$ cat src/rtl/offnariscv_ace_rd_arbiter.sv
// Round-robin arbiter that lets NUM_REQ read ports share one ACE AR/R port, one burst in flight.
// Latency: AR accepted at T appears on m_ar* at T+1. R is zero-latency passthrough that follows m_rvalid/s_rready.
module offnariscv_ace_rd_arbiter #(
  parameter int NUM_REQ       = 2,
  parameter int ADDR_WIDTH    = 32,
  parameter int DATA_WIDTH    = 64,
  parameter int ID_WIDTH      = 1,
  parameter int AXLEN_WIDTH   = 8,
  parameter int AXSIZE_WIDTH  = 3,
  parameter int AXBURST_WIDTH = 2,
  parameter int ARSNOOP_WIDTH = 4,
  parameter int RRESP_WIDTH   = 4
) (
  input  logic                                         clk,
  input  logic                                         rst_n,
  input  logic [NUM_REQ-1:0]                           s_arvalid,
  output logic [NUM_REQ-1:0]                           s_arready,
  input  logic [NUM_REQ-1:0][ADDR_WIDTH-1:0]           s_araddr,
  input  logic [NUM_REQ-1:0][AXLEN_WIDTH-1:0]          s_arlen,
  input  logic [NUM_REQ-1:0][AXSIZE_WIDTH-1:0]         s_arsize,
  input  logic [NUM_REQ-1:0][AXBURST_WIDTH-1:0]        s_arburst,
  input  logic [NUM_REQ-1:0][ARSNOOP_WIDTH-1:0]        s_arsnoop,
  output logic [NUM_REQ-1:0]                           s_rvalid,
  input  logic [NUM_REQ-1:0]                           s_rready,
  output logic [DATA_WIDTH-1:0]                        s_rdata,
  output logic [RRESP_WIDTH-1:0]                       s_rresp,
  output logic                                         s_rlast,
  output logic                                         m_arvalid,
  input  logic                                         m_arready,
  output logic [ID_WIDTH-1:0]                          m_arid,
  output logic [ADDR_WIDTH-1:0]                        m_araddr,
  output logic [AXLEN_WIDTH-1:0]                       m_arlen,
  output logic [AXSIZE_WIDTH-1:0]                      m_arsize,
  output logic [AXBURST_WIDTH-1:0]                     m_arburst,
  output logic [ARSNOOP_WIDTH-1:0]                     m_arsnoop,
  input  logic                                         m_rvalid,
  output logic                                         m_rready,
  input  logic [DATA_WIDTH-1:0]                        m_rdata,
  input  logic [RRESP_WIDTH-1:0]                       m_rresp,
  input  logic                                         m_rlast
);

  localparam int IDX_WIDTH = $clog2(NUM_REQ);

  typedef enum logic [1:0] {IDLE, ADDR, DATA} state_t;

  state_t                 state, state_nxt;
  logic [IDX_WIDTH-1:0]   gnt_q, rr_last, pick;
  logic                   any_req, accept, burst_done;

  // Search starts just after the last winner, so every requester is reached within NUM_REQ grants.
  always_comb begin
    logic [IDX_WIDTH-1:0] idx;
    any_req = 1'b0;
    pick    = '0;
    for (int k = 1; k <= NUM_REQ; k++) begin
      idx = IDX_WIDTH'((int'(rr_last) + k) % NUM_REQ);
      if (!any_req && s_arvalid[idx]) begin
        any_req = 1'b1;
        pick    = idx;
      end
    end
  end

  always_ff @(posedge clk or negedge rst_n) begin
    if (!rst_n) state <= IDLE;
    else        state <= state_nxt;
  end

  always_comb begin
    state_nxt  = state;
    s_arready  = '0;
    m_arvalid  = 1'b0;
    s_rvalid   = '0;
    m_rready   = 1'b0;
    accept     = 1'b0;
    burst_done = 1'b0;
    case (state)
      IDLE: begin
        if (any_req) begin
          accept          = 1'b1;
          // Gated so that a requester holding arvalid through reset never sees ready.
          s_arready[pick] = rst_n;
          state_nxt       = ADDR;
        end
      end
      ADDR: begin
        m_arvalid = 1'b1;
        if (m_arready) state_nxt = DATA;
      end
      DATA: begin
        s_rvalid[gnt_q] = m_rvalid;
        m_rready        = s_rready[gnt_q];
        if (m_rvalid && s_rready[gnt_q] && m_rlast) begin
          burst_done = 1'b1;
          state_nxt  = IDLE;
        end
      end
      default: state_nxt = IDLE;
    endcase
  end

  always_ff @(posedge clk or negedge rst_n) begin
    if (!rst_n) begin
      gnt_q     <= '0;
      rr_last   <= IDX_WIDTH'(NUM_REQ - 1);
      m_araddr  <= '0;
      m_arlen   <= '0;
      m_arsize  <= '0;
      m_arburst <= '0;
      m_arsnoop <= '0;
    end else begin
      if (accept) begin
        gnt_q     <= pick;
        m_araddr  <= s_araddr[pick];
        m_arlen   <= s_arlen[pick];
        m_arsize  <= s_arsize[pick];
        m_arburst <= s_arburst[pick];
        m_arsnoop <= s_arsnoop[pick];
      end
      if (burst_done) rr_last <= gnt_q;
    end
  end

  assign m_arid  = ID_WIDTH'(gnt_q);
  assign s_rdata = (state == DATA) ? m_rdata : '0;
  assign s_rresp = (state == DATA) ? m_rresp : '0;
  assign s_rlast = (state == DATA) ? m_rlast : 1'b0;

endmodule

$ cat config.mk
export PLATFORM = sky130hd
export DESIGN_NAME = offnariscv_ace_rd_arbiter
export DESIGN_NICKNAME = d
export VERILOG_FILES = /design/src/rtl/offnariscv_ace_rd_arbiter.sv
export SDC_FILE = /design/constraint.sdc
export NUM_CORES = 1
export LEC_CHECK = 0
export CAP_MARGIN = 5
export CORE_AREA = 4 4 116 118
export DETAILED_ROUTE_END_ITERATION = 7
export DIE_AREA = 0 0 120 122
export DONT_BUFFER_PORTS = 1
export PLACE_DENSITY = 0.48
export SLEW_MARGIN = 20
export SYNTH_ARGS = -nofsm -noshare
export SYNTH_HDL_FRONTEND = slang
export SYNTH_SLANG_ARGS = --single-unit
$ cat constraint.sdc
create_clock -name clk -period 2.3 [get_ports clk]
set_input_delay 0.23 -clock clk [delete_from_list [all_inputs] [get_ports clk]]
set_output_delay 0.23 -clock clk [all_outputs]
set_load 0.005 [all_outputs]
==> results of run 1 <==
[Yosys cell counts (all sizes together)]
master / count / area (um^2)
nor2: 4 / 15.0
buf: 10 / 77.6
nor3b: 1 / 7.51
nand2b: 2 / 12.5
clkbuf: 8 / 30.0
nor2b: 1 / 6.26
dfrtp: 52 / 1300
mux2i: 1 / 10.0
a21boi: 1 / 18.8
and3: 2 / 12.5
and2: 69 / 432
nand2: 2 / 7.51
dfstp: 1 / 26.3
mux2: 99 / 1110
a22o: 1 / 8.76
o2bb2ai: 1 / 8.76
o21ai: 2 / 10.0
inv: 1 / 3.75
nor3: 1 / 5.00
[area by class of cell]
class	count	area, um^2
clock buffer	6	129
tap	172	215
clock inverter	2	13.8
multi-input combinational	187	1690
inverter	1	3.75
timing repair buffer	7	100
sequential	53	1330
fill	1319	8990
[metal layers]
layer / vias up / part of all wire [%]
met5: - / 0
met4: 0 / 1.6
met3: 9 / 14
met2: 173 / 48
met1: 910 / 36
li1: 864 / -
[per-stage QoR]
stage / hold slack [ns] / instances
3_3_place_gp: -0.0636 / 418
4_1_cts: 0.0386 / 428
5_1_grt: 0.0311 / 428
3_5_place_dp: -0.0637 / 418
2_1_floorplan: -0.0656 / 259
6_report: 0.0462 / 428
[final timing paths]
path	slack [ns]	endpoint	depth (start not counted)	startpoint
max reg2reg	0.55	m_araddr[6]	4	state[0]
min	0.05	state[0]	1	m_arready
min reg2reg	0.54	m_araddr[24]	1	m_araddr[24]
max in group asynchronous	1.53	rr_last	2	rst_n
min in group asynchronous	0.47	m_araddr[5]	2	rst_n
max	0.40	s_arready[0]	3	state[0]
[power breakdown]
group          total (mW)  switching [mW]  internal, mW
clock network       0.750           0.343         0.407
logic                1.63           0.762         0.871
registers            1.84           0.418          1.42
total                4.23            1.52          2.70
[cells by family (layout without fill, tap and decap cells)]
family | Yosys count | after routing
flops | 53 | 53
buf+inv | 19 | 16
mux | 100 | 100
simple gates | 82 | 82
compound gates | 5 | 5
[sequential cells by signal, summed over array words and instances, names as in the netlist]
signal and count:
m_arid 1, rr_last 1, m_arsnoop 4, m_arburst 2
m_arsize 3, m_araddr 32, m_arlen 8, state 2
[what timing repair did]
item,in CTS,in global routing
hold endpoints to repair,53,0
hold buffers,2,0
gates resized for setup,0,0
setup buffers,0,0
[worst max-delay path, cell delays in order, from the launching register on]
cell     delay [ns]
dfrtp_1        0.43
nor2_1         0.29
o21ai_4        0.32
nor3b_1        0.33
==> run_results.csv, run 1 <==
group,metric,value,unit
worst_setup_path,arrival,1.67,ns
timing,fin_setup_tns,0,ns
logic_synthesis,synth_top_family_by_area,"multiplexers",
worst_setup_path,critical_path_class,"flip-flop to output port",
worst_setup_path,required,2.07,ns
clock_tree,htree_levels,2,
logic_synthesis,syn_avg_cell_area,12.0,um^2
power,ir_drop,0.445,mV
drt,viasPerCell,4.57,
status,outcome,"completed",
timing,setup_ws,0.396,ns
power,total_power,4.23,mW
final_layout,drive_gt1_share,41.8,%
floorplan,die_h,122,um
logic_synthesis,ys_seq_area_share,42.7,%
power,p_per_area,1220,nW/um^2
logic_synthesis,syn_nets,434,
clock_tree,clk_latency,0.29,ns
final_layout,final_common_cell,"mux2_2",
floorplan,core,12500,um^2
clock_tree,numCtsBuffers,5,
grt,grtUsageMet2,23.8,%
timing,period_share,82.8,%
logic_synthesis,netlist_area,3110,um^2
logic_synthesis,synth_fa_ha_area_share,0,%
timing,slew_headroom,39.4,%
timing,final_max_slew_viol_count,0,
grt,grt_start_max_net_pins,54,
grt,grt-ovfl-total,0,
logic_synthesis,synthXorXnorAreaFrac,0,%
clock_tree,clock-root-buffer,"clkbuf_16",
grt,grt.busiest_layer,"met2",
logic_synthesis,ys_seq_elements,53,
logic_synthesis,ys_types,23,
worst_setup_path,cp-start-kind,"flip-flop",
drt,drcViolationCount,0,
drt,drtAntennaViolNets,0,
final_layout,final_cell_mix,"mux2_2 (90), and2_1 (69), dfrtp_1 (52)",
grt,grt_pass1_wl,15300,um
grt,gr-usage-met1,16.1,%
grt,grt_pass1_vias,2240,
clock_tree,cts_tree,"yes",
logic_synthesis,synth-simple-area-share,16.0,%
floorplan,die_w,120,um
final_layout,stdcell_area,3480,um^2
clock_tree,cts_sinks,53,
logic_synthesis,yosys_warnings,0,
floorplan,rows,41,
final_layout,fin_util,27.9,%
worst_setup_path,worst_setup_path_end_kind,"output port",
hold_path,hold_class,"input port to flip-flop",
final_layout,syn2layout_area_growth,11.9,%
floorplan,dieArea,14600,um^2
power,p_leak,1.41,nW
place,port_buffers,0,
clock_tree,cts.path.max_buffers,2,
drt,drtIter0Drc,39,
grt,grt_use_total,14.6,%
place,place_hpwl,9230,um
timing,finalSetupViolations,0,
timing,max_freq,525,MHz
final_layout,final_nets,430,
grt,grt_util_met3,8.68,%
place,gp_congestion,0.849,
flow_run,max_cap_violations,0,
logic_synthesis,synth-compound-area-share,1.49,%
place,placed_area,3300,um^2
grt,antenna_found_initial,0,
logic_synthesis,synthCells,259,
timing,finClkSkew,0.00768,ns
logic_synthesis,synthMuxAreaShare,36.2,%
drt,routed_wl,11500,um
final_layout,n_antenna_cell,0,
drt,routedWlPerCell,26.8,um
drt,drtPass1Iterations,2,
timing,worst_pin_slew,0.905,ns
timing,hold_viol,0,
worst_setup_path,cp_max_fo,27,
floorplan,initial_core_util,24.9,%
floorplan,ios,300,
timing,grt_setup_unrepaired,"false",
drt,num_vias,1956,
place,dp_worst_setup_slack,0.517,ns
timing,period_needed,1.90,ns
clock_tree,path_clk_slew,0.07,ns
Power figures use the tool's default switching activity.
==> run 2: changes to the inputs <==
Clock period 2.3 ns to 1.86 ns, I/O delays scaled along.
==> run 2 against run 1 <==
  * Total power is 26% higher
  * Global-route usage up 0.18 points
  * First-iteration DRC count grew 33%
  * Cell count up 0.93%
  * Hold slack lost 0.021 ns
  * Clock skew barely moved
  * Via count is 3.6% higher
  * Worst setup slack worse by 0.22 ns
  * Design area is 1.6% higher
  * Non-clock buffer count rose by 4
==> run_results.csv, run 2 (same netlist as run 1, synthesis figures left out) <==
group,metric,value,unit
timing,finClkSkew,0.00782,ns
final_layout,syn2layout_area_growth,13.6,%
floorplan,dieArea,14600,um^2
final_layout,largest_register_ffs,32,
timing,max_freq,595,MHz
timing,period_needed,1.68,ns
place,port_buffers,0,
power,power.share.sequential,42.5,%
final_layout,final_common_cell,"mux2_2",
final_layout,stdcell_area,3530,um^2
final_layout,drive_gt1_share,42.7,%
clock_tree,holdBufCountCts,3,
place,dp_cells,421,
final_layout,top_register,"m_araddr",
drt,routedWlPerCell,26.9,um
floorplan,die_w,120,um
timing,whs,0.0256,ns
grt,grt_use_total,14.8,%
clock_tree,ctsResizeCount,0,
timing,fin_setup_tns,0,ns
drt,drtAntennaViolNets,0,
timing,grt_setup_unrepaired,"false",
grt,antenna_found_initial,1,
drt,drtPass1Iterations,4,
timing,final_max_slew_viol_count,0,
worst_setup_path,arrival,1.49,ns
hold_path,hold_class,"input port to flip-flop",
drt,routed_wl,11600,um
clock_tree,htree_levels,2,
clock_tree,clock-root-buffer,"clkbuf_16",
hold_path,whs_path_depth,1,
floorplan,ios,300,
clock_tree,clk_latency,0.30,ns
clock_tree,cts_tree,"yes",
final_layout,fin_cells,432,
worst_setup_path,cp_slowest_stage_delay,0.44,ns
worst_setup_path,worst_setup_path_end_kind,"output port",
final_layout,fin_util,28.3,%
drt,drtIter0Drc,52,
floorplan,rows,41,
place,gp_congestion,0.736,
power,total_power,5.32,mW
final_layout,n_antenna_cell,0,
worst_setup_path,crit_chain,"nor2b_4 > buf_4 > and2_1",
clock_tree,numCtsBuffers,5,
drt,drcViolationCount,0,
power,power_frac_comb,39.3,%
grt,grt_pass1_vias,2282,
worst_setup_path,path_buf_inv,1,
final_layout,reg.largest.list,"m_araddr: 32 flops, m_arlen: 8 flops, m_arsnoop: 4 flops",
worst_setup_path,cp_max_fo,37,
floorplan,initial_core_util,24.9,%
drt,num_vias,2026,
floorplan,die_h,122,um
final_layout,final_nets,434,
clock_tree,post_cts_buffers,0,
timing,period_share,90.3,%
timing,finalSetupViolations,0,
timing,worst_pin_slew,0.353,ns
worst_setup_path,critical_path_class,"flip-flop to output port",
clock_tree,cts.path.max_buffers,2,
timing,setup_ws,0.180,ns
status,outcome,"completed",
worst_setup_path,crit_slowest_cell,"dfrtp_1",
place,placed_area,3330,um^2
worst_setup_path,cp-start-kind,"flip-flop",
place,place_hpwl,9390,um
power,p_leak,1.43,nW
drt,viasPerCell,4.69,
worst_setup_path,reg2regPathDepth,4,
worst_setup_path,required,1.67,ns
grt,grt-ovfl-total,0,
clock_tree,path_clk_slew,0.07,ns
timing,slew_headroom,75.8,%
flow_run,max_cap_violations,0,
worst_setup_path,cp_top_family,"simple AND/OR/NAND/NOR gates",
grt,grt_start_max_net_pins,54,
power,p_sw_share,35.7,%
final_layout,final_cell_mix,"mux2_2 (90), and2_1 (69), dfrtp_1 (52)",
grt,grt_pass1_wl,15600,um
worst_setup_path,cp.depth,3,
power,power.switching,1.90,mW
floorplan,core,12500,um^2
power,p_clk_share,18.2,%
clock_tree,cts_sinks,53,
power,p_per_area,1510,nW/um^2
place,dp_worst_setup_slack,0.284,ns
timing,hold_viol,0,
power,intPower,3.42,mW
power,ir_drop,0.494,mV
-- run 2: changes by cell type in the layout (fill, tap and decap cells not counted), sizes merged --
cell	delta
buf	+3
clkinv	+1
inv	-1
dlygate4sd3	+1
-- run 2: worst register-to-register path: stages (launching register included) --
cell and delay [ns]:
dfstp_2 0.39, a21boi_4 0.22, buf_12 0.22, mux2_2 0.39
mux2_2 0.27
-- run 2: power groups by stage --
| stage | clock network, mW | registers (mW) | logic (mW) |
|---|---|---|---|
| after floorplan | 0 | 2.11 | 1.61 |
| after global placement | 0 | 2.29 | 2.07 |
| after detailed placement | 0 | 2.29 | 2.12 |
| after CTS | 1.01 | 2.28 | 2.16 |
| after global routing | 1.05 | 2.34 | 2.30 |
| final | 0.969 | 2.26 | 2.09 |
-- run 2: area by class of cell --
type                            instances  area [um^2]
Clock buffer                            6          139
Fill cell                            1341         8930
Multi-Input combinational cell        187         1690
Timing Repair Buffer                   11          145
Clock inverter                          2         13.8
Tap cell                              172          215
Inverter                                1         3.75
Sequential cell                        53         1330
-- run 2: worst paths after layout --
kind	endpoint	slack, ns	startpoint
setup / recovery	s_rdata[25]	0.18	state[0]
hold / removal	state[1]	0.03	m_arready
setup reg to reg	m_araddr[18]	0.27	rr_last
hold reg to reg	m_arlen[7]	0.54	m_arlen[7]
max in group asynchronous	rr_last	1.14	rst_n
min in group asynchronous	m_araddr[9]	0.43	rst_n
-- run 2: layer usage --
| layer | part of all wire [%] | track usage [%] |
|---|---|---|
| met1 | 34 | 15.0 |
| met2 | 48 | 24.3 |
| met3 | 16 | 10.7 |
| met4 | 1.5 | 4.15 |
| met5 | 0 | 0 |
==> run 3: changes to the inputs <==
Settings changed: HOLD_SLACK_MARGIN set to 0.08, SETUP_SLACK_MARGIN set to 0.4.
==> run 3 against run 2 <==
  * Sequential power about the same
  * Fmax increased by 3.7%
  * Worst setup slack improved by 0.060 ns
  * Die area unchanged
  * Via count increased by 2.8%
  * Non-clock buffer count increased by 13
  * Critical path type is now flip-flop to flip-flop
  * Clock power about the same
  * Sequential share of layout area decreased by 4.1 points
  * Utilization increased by 3.5 points
  * Global-route usage decreased by 1.9 points
  * Clock skew about the same
  * Highest routed layer unchanged
==> run_results.csv, run 3 (same netlist as run 1, synthesis figures left out) <==
group,metric,value,unit
grt,grt_use_total,12.8,%
timing,fin_setup_tns,0,ns
clock_tree,path_clk_slew,0.07,ns
final_layout,fin_util,31.8,%
worst_setup_path,crit_slowest_cell,"dfstp_2",
hold_path,whs_path_depth,2,
final_layout,reg.largest.list,"m_araddr: 32 flops, m_arlen: 8 flops, m_arsnoop: 4 flops",
drt,drtAntennaViolNets,0,
timing,hold_viol,0,
status,outcome,"completed",
timing,slew_headroom,80.5,%
place,port_buffers,0,
worst_setup_path,path_buf_inv,1,
grt,grt-ovfl-total,0,
place,dp_worst_setup_slack,0.250,ns
final_layout,top_register,"m_araddr",
worst_setup_path,cp-start-kind,"flip-flop",
final_layout,syn2layout_area_growth,27.6,%
drt,drtIter0Drc,40,
clock_tree,cts_tree,"yes",
worst_setup_path,r2r_start,"rr_last",
final_layout,final_nets,447,
clock_tree,clk_latency,0.30,ns
clock_tree,cts.path.max_buffers,2,
place,place_hpwl,7580,um
drt,drcViolationCount,0,
floorplan,core,12500,um^2
timing,setup_ws,0.240,ns
worst_setup_path,arrival,1.80,ns
worst_setup_path,required,2.04,ns
final_layout,drive_gt1_share,67.4,%
hold_path,hold_class,"input port to flip-flop",
final_layout,largest_register_ffs,32,
floorplan,ios,300,
grt,antenna_found_initial,0,
clock_tree,clock-root-buffer,"clkbuf_16",
worst_setup_path,crit_start,"rr_last",
worst_setup_path,cp.depth,4,
worst_setup_path,cp_slowest_stage_delay,0.39,ns
timing,period_needed,1.62,ns
final_layout,fillers,1285,
final_layout,final_cell_mix,"mux2_2 (90), and2_4 (56), dfrtp_1 (51)",
drt,routedWlPerCell,24.6,um
drt,num_vias,2082,
timing,finalSetupViolations,0,
drt,drtPass1Iterations,4,
worst_setup_path,reg2regPathDepth,4,
final_layout,n_antenna_cell,0,
worst_setup_path,crit_chain,"a21boi_4 > clkbuf_16 > mux2_1 > mux2_2",
timing,max_freq,617,MHz
clock_tree,htree_levels,2,
power,ir_drop,0.539,mV
grt,grt_pass1_wl,14100,um
timing,worst_pin_slew,0.285,ns
timing,grt_setup_unrepaired,"true",
final_layout,final_common_cell,"mux2_2",
drt,viasPerCell,4.68,
grt,grt_pass1_vias,2229,
flow_run,max_cap_violations,0,
worst_setup_path,cp_max_fo,25,
power,p_leak,1.64,nW
worst_setup_path,worst_setup_path_end_kind,"flip-flop",
worst_setup_path,cp_top_family,"multiplexers",
clock_tree,cts_sinks,53,
floorplan,dieArea,14600,um^2
worst_setup_path,crit_end,"m_araddr[19]",
timing,finClkSkew,0.00820,ns
timing,period_share,87.1,%
worst_setup_path,critical_path_class,"flip-flop to flip-flop",
floorplan,die_h,122,um
power,p_per_area,1530,nW/um^2
worst_setup_path,r2r_slack,0.24,ns
worst_setup_path,r2r_end,"m_araddr[19]",
floorplan,die_w,120,um
place,gp_congestion,0.684,
grt,grt_start_max_net_pins,54,
clock_tree,numCtsBuffers,5,
drt,routed_wl,10900,um
floorplan,rows,41,
floorplan,initial_core_util,24.9,%
timing,final_max_slew_viol_count,0,
## run 3: changes by cell type in the layout (fill, tap and decap cells not counted), moves of 2 or more
cell | before | now
buf_16 | 1 | 5
clkbuf_16 | 5 | 8
buf_12 | 3 | 5
buf_6 | 0 | 3
and2_4 | 0 | 56
and2_1 | 69 | 13
## run 3: timing repair
item	in CTS	in global routing
setup buffers	6	1
hold buffers	3	0
pin swaps	14	9
gates resized for setup	35	33
hold endpoints to repair	55	0
endpoints found under the setup margin	122	122
gates cloned	4	5
## run 3: final cells by class
class | instances | area (um^2) | area share (%)
Clock buffer | 6 | 139 | 3.50
Clock inverter | 2 | 13.8 | 0.347
Tap cell | 172 | 215 | 5.43
Inverter | 1 | 3.75 | 0.0947
Timing Repair Buffer | 24 | 419 | 10.6
Multi-Input combinational cell | 187 | 1850 | 46.5
Sequential cell | 53 | 1330 | 33.5
## run 3: worst min-delay path by stage
stage                            start            to  slack, ns
after floorplan                  rst_n   m_araddr[0]      -0.11
after global placement           rst_n  m_arsnoop[0]      -0.11
after detailed placement         rst_n  m_arburst[0]      -0.11
after CTS                 s_araddr[20]  m_araddr[20]       0.14
after global routing      s_araddr[20]  m_araddr[20]       0.14
final                     s_araddr[23]  m_araddr[23]       0.15
## run 3: power breakdown
| part | internal (mW) | switching, mW |
|---|---|---|
| Clock | 0.537 | 0.436 |
| Sequential | 1.76 | 0.508 |
| Combinational | 1.70 | 1.11 |
## run 3: metal layers
metal / global-route usage, % / up-vias / share of wire, %
li1: - / 903 / -
met4: 3.44 / 0 / 1.2
met3: 6.55 / 8 / 11
met2: 24.0 / 165 / 56
met5: 0 / - / 0
met1: 12.4 / 1006 / 32
## run 3: per-stage QoR
stage	power, mW	instances	hold slack [ns]	area (um^2)
detailed placement	4.31	418	-0.108	3310
CTS	5.85	439	0.135	3770
global route	6.44	445	0.143	3970
global placement	4.27	418	-0.108	3310
finish	6.05	445	0.149	3970
floorplan	3.72	259	-0.110	3110
